`config.mk`:
```
export PLATFORM = sky130hd
export DESIGN_NAME = lfsr_byte_streamer
export DESIGN_NICKNAME = d
export VERILOG_FILES = /design/src/rtl/lfsr_stream_pkg.sv /design/src/rtl/byte_shifter.sv /design/src/rtl/lfsr_byte_streamer.sv
export SDC_FILE = /design/constraint.sdc
export NUM_CORES = 1
export LEC_CHECK = 0
export CAP_MARGIN = 25
export CORE_ASPECT_RATIO = 0.5
export CORE_UTILIZATION = 33
export DETAILED_ROUTE_END_ITERATION = 16
export GPL_ROUTABILITY_DRIVEN = 0
export PLACE_DENSITY = 0.64
export SETUP_SLACK_MARGIN = 0.15
export SYNTH_ARGS = -nofsm -noshare
export SYNTH_HDL_FRONTEND = slang
export SYNTH_SLANG_ARGS = --single-unit
export TNS_END_PERCENT = 5
```
`constraint.sdc`:
```
create_clock -name CLK -period 3.8 [get_ports CLK]
set_input_delay 0.38 -clock CLK [delete_from_list [all_inputs] [get_ports CLK]]
set_output_delay 0.38 -clock CLK [all_outputs]
set_load 0.005 [all_outputs]
```
`src/rtl/lfsr_stream_pkg.sv`:
```
// Shared types and constants for the LFSR byte streamer.
package lfsr_stream_pkg;

  typedef enum logic [1:0] {
    S_SEED = 2'd0,
    S_STEP = 2'd1,
    S_LOAD = 2'd2,
    S_SEND = 2'd3
  } state_t;

  localparam logic [63:0] DEFAULT_SEED = 64'h0000_0000_0000_0001;

  function automatic int num_bytes(input int num_bits);
    return num_bits / 32'sd8;
  endfunction

endpackage

```
`src/rtl/byte_shifter.sv`:
```
// Loadable right-shift register that walks a captured word out one byte at a time.
module byte_shifter
  import lfsr_stream_pkg::*;
#(
  parameter int NUM_BITS = 32
) (
  input  logic                CLK,
  input  logic                RESET,
  input  logic                load,
  input  logic                shift,
  input  logic [NUM_BITS-1:0] din,
  output logic [7:0]          byte_out,
  output logic                last
);

  localparam int NB    = num_bytes(NUM_BITS);
  localparam int IDX_W = $clog2(NB + 1);

  logic [NUM_BITS-1:0] sh_r;
  logic [IDX_W-1:0]    idx_r;

  // Word capture has priority over shifting; index tracks the byte on display.
  always_ff @(posedge CLK) begin
    if (RESET) begin
      sh_r  <= {NUM_BITS{1'b0}};
      idx_r <= {IDX_W{1'b0}};
    end else if (load) begin
      sh_r  <= din;
      idx_r <= {IDX_W{1'b0}};
    end else if (shift) begin
      sh_r  <= sh_r >> 4'd8;
      idx_r <= idx_r + IDX_W'(1);
    end
  end

  assign byte_out = sh_r[7:0];
  assign last     = (idx_r == IDX_W'(NB - 1));

endmodule

```
`src/rtl/lfsr_byte_streamer.sv`:
```
// Drives an external LFSR generator, captures each word and streams it LSB byte
// first over valid/ready, with runtime reseeding and a completed-word counter.
module lfsr_byte_streamer
  import lfsr_stream_pkg::*;
#(
  parameter int                  NUM_BITS = 32,
  parameter logic [NUM_BITS-1:0] SEED     = NUM_BITS'(DEFAULT_SEED)
) (
  input  logic                CLK,
  input  logic                RESET,
  input  logic                SEED_LD,
  input  logic [NUM_BITS-1:0] SEED_IN,
  output logic                LFSR_E,
  output logic                LFSR_RESET,
  output logic [NUM_BITS-1:0] LFSR_SEED,
  input  logic [NUM_BITS-1:0] LFSR_VAL,
  output logic [7:0]          BYTE_OUT,
  output logic                BYTE_VALID,
  input  logic                BYTE_READY,
  output logic [15:0]         WORD_CNT,
  output logic                BUSY
);

  state_t              state_r;
  logic [NUM_BITS-1:0] seed_r;
  logic                lfsr_e_r;
  logic                lfsr_reset_r;
  logic                byte_valid_r;
  logic                busy_r;
  logic [15:0]         word_cnt_r;

  logic                hs_s;
  logic                load_s;
  logic                last_s;
  logic [NUM_BITS-1:0] seed_guard_s;

  // Handshake decode and lock-up guard (all-ones would freeze an XNOR LFSR).
  always_comb begin
    hs_s   = byte_valid_r & BYTE_READY;
    load_s = (state_r == S_LOAD);
    if (SEED_IN == {NUM_BITS{1'b1}}) begin
      seed_guard_s = SEED;
    end else begin
      seed_guard_s = SEED_IN;
    end
  end

  byte_shifter #(
    .NUM_BITS (NUM_BITS)
  ) u_shifter (
    .CLK      (CLK),
    .RESET    (RESET),
    .load     (load_s),
    .shift    (hs_s),
    .din      (LFSR_VAL),
    .byte_out (BYTE_OUT),
    .last     (last_s)
  );

  // Sequencer; S_SEED holds until its load pulse has actually been presented.
  always_ff @(posedge CLK) begin
    if (RESET) begin
      state_r      <= S_SEED;
      seed_r       <= SEED;
      lfsr_e_r     <= 1'b0;
      lfsr_reset_r <= 1'b0;
      byte_valid_r <= 1'b0;
      busy_r       <= 1'b1;
      word_cnt_r   <= 16'h0000;
    end else begin
      lfsr_e_r     <= 1'b0;
      lfsr_reset_r <= 1'b0;
      if (SEED_LD) begin
        seed_r       <= seed_guard_s;
        word_cnt_r   <= 16'h0000;
        state_r      <= S_SEED;
        lfsr_e_r     <= 1'b1;
        lfsr_reset_r <= 1'b1;
        byte_valid_r <= 1'b0;
        busy_r       <= 1'b1;
      end else begin
        case (state_r)
          S_SEED: begin
            if (lfsr_reset_r) begin
              state_r <= S_LOAD;
            end else begin
              lfsr_e_r     <= 1'b1;
              lfsr_reset_r <= 1'b1;
            end
          end
          S_STEP: begin
            state_r <= S_LOAD;
          end
          S_LOAD: begin
            state_r      <= S_SEND;
            byte_valid_r <= 1'b1;
            busy_r       <= 1'b0;
          end
          S_SEND: begin
            if (hs_s && last_s) begin
              word_cnt_r   <= word_cnt_r + 16'd1;
              state_r      <= S_STEP;
              lfsr_e_r     <= 1'b1;
              byte_valid_r <= 1'b0;
              busy_r       <= 1'b1;
            end
          end
          default: begin
            state_r      <= S_SEED;
            byte_valid_r <= 1'b0;
            busy_r       <= 1'b1;
          end
        endcase
      end
    end
  end

  assign LFSR_E     = lfsr_e_r;
  assign LFSR_RESET = lfsr_reset_r;
  assign LFSR_SEED  = seed_r;
  assign BYTE_VALID = byte_valid_r;
  assign BUSY       = busy_r;
  assign WORD_CNT   = word_cnt_r;

endmodule
```
### After elaboration in Yosys (flattened, before gate mapping)

Cells that the tools add are included.

* bits in registers: 89
* input port bits: 68
* output and inout port bits: 60

* add/subtract/negate cells: 2
* eq/ne operators: 7
* muxes and demuxes: 16
* bitwise gates (word level): 1
* reduce and logical (&&, ||, !) cells: 9

Operators with widths (number)
* $mux 32: 3
* $eq 32x32->1 const B: 1
* $add 16x1->16 const B: 1
* $pmux 2 s4: 1
* $mux 1: 7
* $pmux 1 s2: 3
* $reduce_and 2->1: 3
* $eq 2x2->1 const B: 2
* $mux 2: 2
* $ne 2x2->1 const B: 2
* $reduce_bool 2->1: 2
* $reduce_or 2->1: 2
* $add 3x1->3 const B: 1
* $eq 3x2->1 const B: 1
* $eq 2x1->1 const B: 1
* $logic_not 2->1: 1
* $and 1x1->1: 1
* $logic_and 1x1->1: 1

### Longest topological paths before layout

* word-level depth: 5
* mapped depth: 7

### Cells and area by module

A second synthesis with hierarchy kept.

* cells, all modules: 437
* area total of the unflattened synthesis: 3963.8 um^2

By module, submodules not included
* lfsr_byte_streamer: times used 1, cells each 274, area each 2337.2 um^2, sequential area each 1081.0 um^2
* byte_shifter: times used 1, cells each 163, area each 1626.6 um^2, sequential area each 700.7 um^2

### Worst setup path after synthesis

No wires, ideal clock.

* kind: register to register
* start point: register u_shifter.idx_r[0]
* end point: register word_cnt_r[9] (netlist: WORD_CNT[9])
* library setup time: 0.070 ns
* arrival time: 1.562 ns
* data required time: 3.730 ns
* slack: 2.167 ns
* cell stages (with the launch flop): 7
* buffers on the path: 0
* clock period less this slack: 1.633 ns
* path through: dfxtp_1 ha_1 ha_1 and4_1 nand4_1 or4_1 a21oi_1

* longest elaborated chain between the ends: 3

Ends and longest elaborated chain
* start: declaration: line byte_shifter.sv:20 `logic [IDX_W-1:0] idx_r;`
* start signal: assignment: line byte_shifter.sv:26 `idx_r <= {IDX_W{1'b0}};`
* start signal: assignment: line byte_shifter.sv:29 `idx_r <= {IDX_W{1'b0}};`
* start signal: assignment: line byte_shifter.sv:32 `idx_r <= idx_r + IDX_W'(1);`
* $eq 3x2->1: line byte_shifter.sv:37 `assign last = (idx_r == IDX_W'(NB - 1));`
* $logic_and 1x1->1: line lfsr_byte_streamer.sv:100 `if (hs_s && last_s) begin`
* $reduce_and 2->1 (no source line)
* end signal: assignment: line lfsr_byte_streamer.sv:101 `word_cnt_r <= word_cnt_r + 16'd1;`
* end: declaration: line lfsr_byte_streamer.sv:30 `logic [15:0] word_cnt_r;`

Every way passes these cells.
A chain may end at the register's enable or synchronous reset.

### Worst setup path in the final report

* start point: input port SEED_IN[15]
* end point: register seed_r[26] (netlist: LFSR_SEED[26])

* longest elaborated chain between the ends: 2

Ends and longest elaborated chain
* start: declaration: line lfsr_byte_streamer.sv:12 `input logic [NUM_BITS-1:0] SEED_IN,`
* $eq 32x32->1: line lfsr_byte_streamer.sv:41 `if (SEED_IN == {NUM_BITS{1'b1}}) begin`
* $mux 32: line lfsr_byte_streamer.sv:41
* end signal: assignment: line lfsr_byte_streamer.sv:74 `seed_r <= seed_guard_s;`
* end: declaration: line lfsr_byte_streamer.sv:25 `logic [NUM_BITS-1:0] seed_r;`

Every way passes these cells.

==> out/metrics.yaml <==
grt:
  grt_pass1_wl_mm: 15.2
  grt-ovfl-total: 0
  grt_usage_pct: 15.7
  antenna_found_initial: 0
  grt_max_degree: 69
  grt_pass1_vias: 3032
drt:
  drtIter0Drc: 129
  dr.pass1.iters: 4
  routed_wl_mm: 9.67
  vias: 3365
  drc: 0
  drtAntennaViolNets: 0
  vias_per_cell: 4.83
  wl_per_cell_um: 13.9
sta:
  worst_pin_slew_ns: 0.779
  relSlewSlack_pct: 47.9
  max_freq_mhz: 447
  rsz0062_at_grt: "no"
  fin_skew_ns: 0.0133
  setup-violations-final: 0
  min_period_ns: 2.24
  finalHoldViolations: 0
  min_period_over_period_pct: 58.8
  report.final.slew_viol_count: 0
  whs_ns: 0.472
  tns_ns: 0
layout:
  drive_above_1_share_pct: 9.11
  syn_to_final_growth_pct: 40.9
  insertedDiodeCount: 0
  utilization_pct: 48.9
  nNetsFinal: 607
  fill_cells: 1105
  multi_input_comb_area_um2: 1890
  seqCellArea_um2: 1780
  final_cells: 697
placement:
  place_inst: 680
  dpl.hpwl_mm: 6.52
  portBuffers: 127
cts:
  clock-sinks: 89
  cts_max_level: 3
  clockBufferDepth: 2
  ctsHoldBuffers: 0
  path_clk_slew_ns: 0.07
  cts_setup_buffers: 0
  cts-root-buf: "clkbuf_16"
  cts_buffers: 9
  clk_latency_ns: 0.34
  cts-resized-gates: 0
  cts_tree: "done"
logic_synthesis:
  synth_seq_cells: 89
  ys.flop_type: "dfxtp_1"
  yosysTopAreaCell: "dfxtp_1"
  synth_edf_count: 0
  yosysWarnings: 0
  ys_seq_area_share_pct: 45.6
  netlist_instances: 429
  synth_top_area_share_pct: 45.6
  synth_area_um2: 3910
  synthArstFlopShare_pct: 0
  synth_nets: 503
  netlist_top_cells_area: "dfxtp_1 46%, mux2i_1 6.9%, mux2_2 6.9%, o31ai_1 6.0%, nand3_1 4.7%"
  syn_avg_cell_area_um2: 9.11
  netlist-cell-type-count: 33
critical_path:
  crit_arrival_ns: 2.43
  reg2regPathDepth: 6
  cp-start-kind: "input pin"
  rrSetupSlack_ns: 1.63
  crit_type: "in -> reg"
  critPathMaxFanout: 31
  cp-end-kind: "register"
  required_ns: 3.99
floorplan:
  ios: 128
  core_area_um2: 11200
  start_util_pct: 34.7
  die_area_um2: 12300
  die_height_um: 78.9
  placementRows: 27
  die_w_um: 156
flow_run:
  maxCapViolCount: 0
pwr:
  ir_drop_mv: 0.221
  powerDensity_nw_per_um2: 383
  leakagePower_nw: 1.98
  power_mw: 2.11
min_path:
  hp-class: "reg -> reg"
  holdPathStages: 2
outcome:
  status: "finished clean"
## placed cells by master (no fill, tap or decap), types with 4 or more instances in the layout
| cell | synthesis | layout |
|---|---|---|
| clkbuf_16 | 0 | 9 |
| nand3b_1 | 8 | 8 |
| mux2_2 | 24 | 24 |
| ha_1 | 6 | 5 |
| a21oi_1 | 19 | 19 |
| o21ai_0 | 8 | 8 |
| xor2_1 | 7 | 7 |
| o31ai_1 | 31 | 31 |
| nor2_1 | 38 | 38 |
| dfxtp_1 | 89 | 89 |
| clkdlybuf4s50_1 | 0 | 126 |
| nand4_1 | 14 | 14 |
| or3_1 | 6 | 6 |
| inv_1 | 7 | 7 |
| nor3_1 | 4 | 4 |
| buf_4 | 8 | 5 |
| nand3_1 | 37 | 37 |
| nand2_1 | 46 | 46 |
| mux2i_1 | 27 | 27 |
## synth_stat cells, types with 4 or more instances
cell and count:
a21oi_1 19, nand4_1 14, nand2_1 46, buf_1 5, mux2_2 24, clkbuf_1 19, or3_1 6, ha_1 6
mux2i_1 27, o31ai_1 31, o21ai_0 8, nor3_1 4, xor2_1 7, inv_1 7, nand3b_1 8, dfxtp_1 89
nor2_1 38, buf_4 8, buf_2 5, nand3_1 37
## state kept, by name, indices dropped and copies added (netlist names)
register	flops
BUSY	1
BYTE_VALID	1
LFSR_E	1
LFSR_RESET	1
LFSR_SEED	32
WORD_CNT	16
state_r	2
u_shifter.idx_r	3
u_shifter.sh_r	32
## worst paths after layout
kind	from	to
hold reg to reg	LFSR_SEED[30]$_SDFFE_PP0P_	LFSR_SEED[30]$_SDFFE_PP0P_
setup / recovery	SEED_IN[15]	LFSR_SEED[26]$_SDFFE_PP0P_
setup reg to reg	u_shifter.idx_r[0]$_SDFFE_PP0P_	WORD_CNT[11]$_SDFFE_PP0P_
hold / removal	LFSR_SEED[30]$_SDFFE_PP0P_	LFSR_SEED[30]$_SDFFE_PP0P_
## cells by family after synthesis
| kind of cell | synth area share (%) |
|---|---|
| buf+inv | 6.02 |
| compound gates | 10.0 |
| simple gates | 20.6 |
| flops | 45.6 |
| xor+xnor | 2.02 |
| fa+ha+maj | 1.92 |
| mux | 13.8 |
## critical path: stages
cell and delay (ns):
clkdlybuf4s50_1 0.50, nand4_1 0.12, or4_1 0.62, nor2_4 0.63, o31ai_1 0.16
## final cells by class
class | count | share of cell area, %
clock buffer | 10 | 4.16
multi-input combinational | 293 | 34.4
inverter | 7 | 0.477
timing repair buffer | 133 | 24.1
sequential | 89 | 32.4
clock inverter | 6 | 0.932
tap | 159 | 3.62
## routing by layer
layer  vias to the layer above  track usage (%)  share of wire (%)
li1                       1713                -                  -
met1                      1567             20.7                 48
met2                        76             24.2                 45
met3                         9             4.64                5.4
met4                         0             5.69                1.3
met5                         -                0                  0
## report_power, final
part	internal (mW)	switching, mW	leakage, nW
Clock	0.452	0.387	0.134
Sequential	0.974	0.0209	0.727
Combinational	0.162	0.109	1.12
## per-stage QoR
step	instance area, um2	setup slack [ns]
after CTS	5480	1.58
after global placement	5200	1.25
final	5500	1.56
after detailed placement	5200	1.23
after global routing	5500	1.46
after floorplan	3910	2.17
No activity file was read; power rests on OpenSTA's default activity.
